### src/rtl/vga_sync_decoder.sv
// VGA sync receiver: recovers beam position from active-low hsync/vsync,
// validates line timing and reports lock and the visible-window coordinates.
module vga_sync_decoder #(
   parameter int N          = 9,
   parameter int H_TOTAL    = 800,
   parameter int HSYNC_W    = 96,
   parameter int H_BP       = 48,
   parameter int H_ACTIVE   = 640,
   parameter int V_TOTAL    = 525,
   parameter int VSYNC_W    = 2,
   parameter int V_BP       = 33,
   parameter int V_ACTIVE   = 480,
   parameter int LOCK_LINES = 4
) (
   input  logic       clk,
   input  logic       rst,
   input  logic       hsync,
   input  logic       vsync,
   output logic [N:0] countH,
   output logic [N:0] countV,
   output logic [N:0] x,
   output logic [N:0] y,
   output logic       active,
   output logic       locked,
   output logic       err
);

   localparam int CW   = N + 1;
   localparam int HW   = $clog2(2 * H_TOTAL + 1);
   localparam int LW   = $clog2(LOCK_LINES + 1);
   localparam int CMAX = (1 << CW) - 1;
   localparam int HS   = HSYNC_W + H_BP;
   localparam int HE   = HS + H_ACTIVE;
   localparam int VS   = VSYNC_W + V_BP;
   localparam int VE   = VS + V_ACTIVE;

   typedef enum logic [1:0] {
      SEARCH,
      TRACK,
      LOCKED
   } state_t;

   state_t          state, state_n;
   logic            hs_q, vs_q, vs_n;
   logic [HW-1:0]   hcnt, hcnt_n, hcnt_inc;
   logic [HW-1:0]   lowcnt, lowcnt_n;
   logic            wok, wok_n;
   logic [LW-1:0]   good, good_n;
   logic [CW-1:0]   ch_n, cv_n, x_n, y_n;
   logic            act_n, lk_n, err_n;
   logic            fall, rise, line_ok, in_h, in_v;

   assign fall     = hs_q & ~hsync;
   assign rise     = ~hs_q & hsync;
   assign hcnt_inc = hcnt + HW'(1);
   assign line_ok  = (32'(hcnt) == H_TOTAL - 1) && wok;

   always_ff @(posedge clk or posedge rst) begin
      if (rst) begin
         state  <= SEARCH;
         hs_q   <= 1'b1;
         vs_q   <= 1'b1;
         hcnt   <= '0;
         lowcnt <= '0;
         wok    <= 1'b0;
         good   <= '0;
         countH <= '0;
         countV <= '0;
         x      <= '0;
         y      <= '0;
         active <= 1'b0;
         locked <= 1'b0;
         err    <= 1'b0;
      end else begin
         state  <= state_n;
         hs_q   <= hsync;
         vs_q   <= vs_n;
         hcnt   <= hcnt_n;
         lowcnt <= lowcnt_n;
         wok    <= wok_n;
         good   <= good_n;
         countH <= ch_n;
         countV <= cv_n;
         x      <= x_n;
         y      <= y_n;
         active <= act_n;
         locked <= lk_n;
         err    <= err_n;
      end
   end

   always_comb begin
      state_n  = state;
      vs_n     = vs_q;
      hcnt_n   = hcnt;
      lowcnt_n = lowcnt;
      wok_n    = wok;
      good_n   = good;
      cv_n     = countV;
      err_n    = 1'b0;

      // sync pulse width is measured independently of the lock state
      if (fall)
         lowcnt_n = HW'(1);
      else if (!hs_q && !hsync && lowcnt != '1)
         lowcnt_n = lowcnt + HW'(1);
      if (rise)
         wok_n = (32'(lowcnt) == HSYNC_W);
      if (fall)
         vs_n = vsync;

      unique case (state)
         SEARCH: begin
            hcnt_n = '0;
            cv_n   = '0;
            if (fall) begin
               state_n = TRACK;
               good_n  = '0;
            end
         end
         TRACK, LOCKED: begin
            if (fall) begin
               hcnt_n = '0;
               if (!vsync && vs_q) begin
                  cv_n = '0;
               end else if (32'(countV) == V_TOTAL - 1) begin
                  cv_n  = '0;
                  err_n = 1'b1;
               end else begin
                  cv_n = countV + CW'(1);
               end
               if (!line_ok) begin
                  state_n = TRACK;
                  good_n  = '0;
                  err_n   = 1'b1;
               end else if (state == TRACK) begin
                  good_n = good + LW'(1);
                  if (32'(good) == LOCK_LINES - 1)
                     state_n = LOCKED;
               end
            end else if (32'(hcnt_inc) == 2 * H_TOTAL) begin
               // no line start for two line periods: drop back to search
               state_n = SEARCH;
               hcnt_n  = '0;
               cv_n    = '0;
               good_n  = '0;
               err_n   = 1'b1;
            end else begin
               hcnt_n = hcnt_inc;
            end
         end
         default: begin
            state_n = SEARCH;
            hcnt_n  = '0;
            cv_n    = '0;
            good_n  = '0;
         end
      endcase

      lk_n  = (state_n == LOCKED);
      ch_n  = (32'(hcnt_n) > CMAX) ? '1 : CW'(hcnt_n);
      in_h  = (32'(hcnt_n) >= HS) && (32'(hcnt_n) < HE);
      in_v  = (32'(cv_n) >= VS) && (32'(cv_n) < VE);
      act_n = lk_n && in_h && in_v;
      x_n   = act_n ? CW'(32'(hcnt_n) - HS) : '0;
      y_n   = act_n ? CW'(32'(cv_n) - VS) : '0;
   end

endmodule

### config.mk
export PLATFORM = sky130hd
export DESIGN_NAME = vga_sync_decoder
export DESIGN_NICKNAME = d
export VERILOG_FILES = /design/src/rtl/vga_sync_decoder.sv
export SDC_FILE = /design/constraint.sdc
export NUM_CORES = 1
export LEC_CHECK = 0
export ABC_AREA = 0
export BUFFER_PORTS_ARGS = -buffer_cell sky130_fd_sc_hd__buf_4
export CAP_MARGIN = 20
export CORE_AREA = 2 2 112 114
export CTS_CLUSTER_DIAMETER = 60
export CTS_CLUSTER_SIZE = 30
export DETAILED_ROUTE_END_ITERATION = 8
export DIE_AREA = 0 0 114 116
export HOLD_SLACK_MARGIN = 0.02
export SLEW_MARGIN = 40
export SYNTH_ARGS = -nofsm -noshare
export SYNTH_HDL_FRONTEND = slang
export SYNTH_SLANG_ARGS = --single-unit
### constraint.sdc
create_clock -name clk -period 6.7 [get_ports clk]
set_input_delay 1.34 -clock clk [delete_from_list [all_inputs] [get_ports clk]]
set_output_delay 1.34 -clock clk [all_outputs]
set_load 0.02 [all_outputs]
[Word level (Yosys, flattened, before mapping)]
Cells that the tools add are included.
Cells by class
  $add $sub $neg: 6
  $lt $le $gt $ge: 5
  equal/unequal tests: 12
  multiplexer cells: 32
  bitwise operators: 4
  reduce and logical (&&, ||, !) cells: 15
Operators with widths (number)
  2-to-1 mux 10 bit: 8
  2-to-1 mux 11 bit: 5
  adder 11 x 1 -> 11 bit (second input constant): 2
  2-to-1 mux 3 bit: 5
  2-to-1 mux 2 bit: 6
  == test 11 x 10 -> 1 bit (second input constant): 1
  == test 11 bit (second input constant): 1
  == test 11 x 7 -> 1 bit (second input constant): 1
  >= comparator 11 x 8 -> 1 bit (second input constant): 1
  greater-than comparator 11 x 10 -> 1 bit (second input constant): 1
  less-than comparator 11 x 10 -> 1 bit (second input constant): 1
  != test 11 bit (second input constant): 1
  adder 10 x 1 -> 10 bit (second input constant): 1
  == test 10 bit (second input constant): 1
  >= comparator 10 x 6 -> 1 bit (second input constant): 1
  less-than comparator 10 bit (second input constant): 1
  subtractor 10 x 6 -> 10 bit (second input constant): 1
  subtractor 10 x 8 -> 10 bit (second input constant): 1
  logical AND 1 bit: 8
  2-to-1 mux 1 bit: 6
  case mux 3 bit (2 select lines): 1
  == test 2 bit (second input constant): 2
  != test 4 bit (second input constant): 1
  case mux 2 bit (2 select lines): 1
  12 further kinds: 16
Word-level totals
  bits in registers: 73
  output and inout port bits: 43
  word-level logic and storage cells: 88

[Depth between registers and ports, before layout]
  depth after elaboration: 10
  mapped depth: 16
  gate-level depth less buffers: 14

[Least setup slack after synthesis]
OpenSTA, ideal clock, no wires.
  path kind: input to register
  start: in hsync
  end: reg x[2]
  setup time: 81 ps
  data arrival time: 3619 ps
  data required time: 6619 ps
  slack: 3000 ps
  stages: 14
  path buffers: 2
  cell sequence: nand2b_1 > clkbuf_1 > nand2_1 > a21oi_2 > nand2_1 > inv_1 > ha_1 > o2111ai_1 > a21o_1 > a21oi_1 > a2bb2oi_1 > o2111ai_2 > buf_6 > nor3_2
On the way
  word-level cells in the longest chain between the ends: 9
  elaborated cells on any way between the ends: 20
  those cells by class: add/sub: 1; order compare: 4; eq/ne: 1; mux: 8; bitwise: 2; reduce/logical: 4
Ends and longest elaborated chain
  start: declaration: line 17  | input logic hsync,
  inverter 1 bit *: line 53  | assign fall = hs_q & ~hsync;
  bitwise AND 1 bit *: line 53
  2-to-1 mux 11 bit *: line 122  | if (fall) begin
  2-to-1 mux 11 bit *: line 112  | unique case (state)
  net hcnt_n[4]: line 45  | logic [HW-1:0] hcnt, hcnt_n, hcnt_inc;
  >= comparator 11 x 8 -> 1 bit or less-than comparator 11 x 10 -> 1 bit (tied branches): line 162  | in_h = (32'(hcnt_n) >= HS) && (32'(hcnt_n) < HE);
  logical AND 1 bit *: line 162
  logical AND 1 bit * (2 in a row): line 164  | act_n = lk_n && in_h && in_v;
  2-to-1 mux 10 bit *: line 165  | x_n = act_n ? CW'(32'(hcnt_n) - HS) : '0;
  net x_n[2]: line 49  | logic [CW-1:0] ch_n, cv_n, x_n, y_n;
  end signal: assignment: line 84  | x <= x_n;
  end: declaration: line 21  | output logic [N:0] x,
Mark *: on every way through the listed nets, which the timed path passes. The rest lies on a longest branch.
A chain may end at the register's enable or synchronous reset.

[Worst setup path in the final report]
  start: in hsync
  end: reg y[4]
On the way
  word-level cells in the longest chain between the ends: 9
  elaborated cells on any way between the ends: 20
  those cells by class: add/sub: 1; order compare: 4; eq/ne: 1; mux: 8; bitwise: 2; reduce/logical: 4
Ends and longest elaborated chain
  inverter 1 bit *: line 53
  bitwise AND 1 bit *: line 53
  2-to-1 mux 11 bit *: line 122
  2-to-1 mux 11 bit *: line 112
  net hcnt_n[4]: line 45
  >= comparator 11 x 8 -> 1 bit or less-than comparator 11 x 10 -> 1 bit (tied branches): line 162
  logical AND 1 bit *: line 162
  logical AND 1 bit * (2 in a row): line 164
  2-to-1 mux 10 bit *: line 166  | y_n = act_n ? CW'(32'(cv_n) - VS) : '0;
  net y_n[4]: line 49
  end signal: assignment: line 85  | y <= y_n;
  end: declaration: line 22  | output logic [N:0] y,
Marked as above.

==> flow_summary.json <==
{
  "synth_compound_area_share_pct": 14.4,
  "wl_per_cell_um": 15.5,
  "start_util_pct": 32.6,
  "critPathRequiredTime_ns": 6.98,
  "max_stage_delay_ns": 0.47,
  "relSlewSlack_pct": 50.1,
  "max_slew.worst_pin.slew_ns": 0.749,
  "num_vias": 3121,
  "crit_family": "compound AO/OA/AOI/OAI gates",
  "synthSimpleGateAreaFrac_pct": 21.9,
  "met2_usage_pct": 24.2,
  "cts_buffers": 9,
  "cts_resized": 0,
  "synthArstFlopShare_pct": 100,
  "synth_edf_count": 0,
  "rows": 40,
  "grt.met3_usage_pct": 2.25,
  "drt_iter0_markers": 223,
  "min_path_type": "reg2reg",
  "power_density_nw_per_um2": 249,
  "critPathSlowestCell": "a21oi_2",
  "mostFrequentLayoutCell": "dfrtp_1",
  "syn_avg_cell_area_um2": 9.53,
  "place_congestion": 0.883,
  "drt_pass1_iterations": 4,
  "swShare_pct": 30.1,
  "arrival_ns": 4.58,
  "muxShareOfSynthArea_pct": 0,
  "drt-total-wl_mm": 9.37,
  "startpoint_type": "input pin",
  "pwr-share-seq_pct": 42.6,
  "synth_nets": 427,
  "die_w_um": 114,
  "hold_buffers": 0,
  "timing.hold.ws_ns": 0.455,
  "ys_types": 60,
  "syn_to_final_growth_pct": 19.7,
  "clock.fmax_mhz": 232,
  "drcViolationCount": 0,
  "fin_util_pct": 39.1,
  "min_period_ns": 4.30,
  "cts_root_buf": "clkbuf_16",
  "port_buffers": 46,
  "yosys_warnings": 0,
  "synth_top_family_by_area": "simple AND/OR/NAND/NOR gates",
  "final_design_area_no_fill_um2": 4650,
  "p_comb_share_pct": 15.3,
  "htree_levels": 3,
  "vdd_drop_max_v": 0.000149,
  "synth-seq-cells": 73,
  "p_int_mw": 0.810,
  "path_max_fanout": 11,
  "grt_max_degree": 74,
  "place_area_um2": 4350,
  "maxSlewViolCount": 0,
  "synthFlopType": "dfrtp_1",
  "track_usage_pct": 15.1,
  "critPathCaptureType": "flip-flop",
  "final.period_utilization_pct": 64.2,
  "mappedNetlistArea_um2": 3890,
  "path_class": "in2reg",
  "path_buf_inv": 3,
  "dieArea_um2": 13200,
  "hold_viol_final": 0,
  "syn-instance-count": 408,
  "grt_pass1_wl_mm": 15.7,
  "synth_xor_area_share_pct": 6.53,
  "skew_ns": 0.00676,
  "cts.sinks": 73,
  "dp_hpwl_mm": 6.66,
  "antenna_found_initial": 0,
  "final_nets": 471,
  "cts_tree": "yes",
  "viasPerCell": 5.17,
  "setup_tns_ns": 0,
  "busiest_layer": "met2",
  "clkTransAtPathRegs_ns": 0.06,
  "power_frac_clock_pct": 42.2,
  "core_um2": 11900,
  "path_cells": "buf_4 > nand2b_1 > nand2_1 > a21oi_2 > nand2_1 > inv_1 > ha_1 > o2111ai_1 > a21o_1 > a21oi_1 > a2bb2oi_1 > o2111ai_2 > buf_4 > nor2_2",
  "synth_seq_area_share_pct": 47.0,
  "grt_setup_unrepaired": "false",
  "synthAdderAreaFrac_pct": 4.83,
  "first_global_vias": 3140,
  "setup_violations": 0,
  "p_switching_mw": 0.348,
  "design.portCount": 47,
  "die_y_um": 116,
  "status": "finished clean",
  "cts_setup_buffers": 0,
  "p_leak_nw": 2.18,
  "maxCapViolCount": 0,
  "clock_latency_ns": 0.34,
  "drive_gt1_share_pct": 22.3,
  "final_cell_mix": "71 x dfrtp_1, 48 x buf_4, 44 x nor2_1, 37 x nand2_1, 26 x inv_1",
  "use_met1_pct": 19.6,
  "grt.overflow.total": 0,
  "antenna_left": 0,
  "clockBufferDepth": 2,
  "diodes": 0
}
-- final timing paths --
kind,start,to,slack (ns),cells after the start
setup / recovery,hsync,y[4],2.40,14
hold / removal,vs_q,vs_q,0.46,2
setup reg to reg,hcnt[0],y[3],2.60,14
hold reg to reg,vs_q,vs_q,0.46,2
max in group asynchronous,rst,hcnt[7],5.08,3
min in group asynchronous,rst,lowcnt[2],1.17,3
-- worst reg2reg max path: cells and delay by family (launching register included) --
kind	cells	cell delay (ns)
compound gates	6	1.75
flops	1	0.54
simple gates	5	0.82
fa+ha+maj	2	0.53
buf+inv	1	0.35
-- state kept, by name, summed over array words and instances (netlist names), 2 cells and up --
register and count:
y 10, countV 10, hcnt 11, state 2
lowcnt 11, good 3, x 10, countH 10
-- layout make-up --
cell class                      count  area [um2]
Timing Repair Buffer               49         372
Multi-Input combinational cell    291        1860
Tap cell                          147         184
Clock inverter                      7        77.6
Fill cell                        1182        7260
Sequential cell                    73        1830
Inverter                           28         105
Clock buffer                        9         225
-- synth_stat cells (all sizes together) (7+ instances only) --
cell | number | area share [%]
nor3 | 13 | 1.9
dfrtp | 71 | 46
buf | 8 | 1.8
xor2 | 11 | 2.5
xnor2 | 18 | 4.1
clkbuf | 8 | 0.77
ha | 15 | 4.8
o21ai | 13 | 1.7
nand2 | 37 | 3.6
nor2 | 60 | 6.8
nand3 | 13 | 1.7
a31oi | 7 | 1.1
nand4 | 10 | 1.6
a21oi | 22 | 3.1
inv | 28 | 2.7
-- metal layers --
| metal | up-vias | share of wire (%) |
|---|---|---|
| met4 | 0 | 2.3 |
| li1 | 1502 | - |
| met2 | 88 | 47 |
| met1 | 1515 | 46 |
| met3 | 16 | 4.4 |
| met5 | - | 0 |
-- metrics by stage --
step	cells	worst slack [ns]	power [mW]
after floorplan	408	3.00	0.621
after global placement	588	2.16	0.672
after detailed placement	588	2.06	0.675
after CTS	604	2.40	1.17
after global routing	604	2.08	1.21
final	604	2.40	1.16
-- power groups by stage --
stage | Clock (mW) | Combinational (mW) | Sequential, mW
after CTS | 0.502 | 0.177 | 0.492
final | 0.488 | 0.177 | 0.493
after detailed placement | 0 | 0.176 | 0.499
after global placement | 0 | 0.172 | 0.501
after global routing | 0.519 | 0.195 | 0.497
after floorplan | 0 | 0.122 | 0.499
-- kinds of logic after synthesis --
logic type | Yosys count
compound gates | 79
xor+xnor | 29
fa+ha+maj | 15
buf+inv | 44
flops | 73
simple gates | 168
Note: power is estimated with default switching activity, not from simulation.
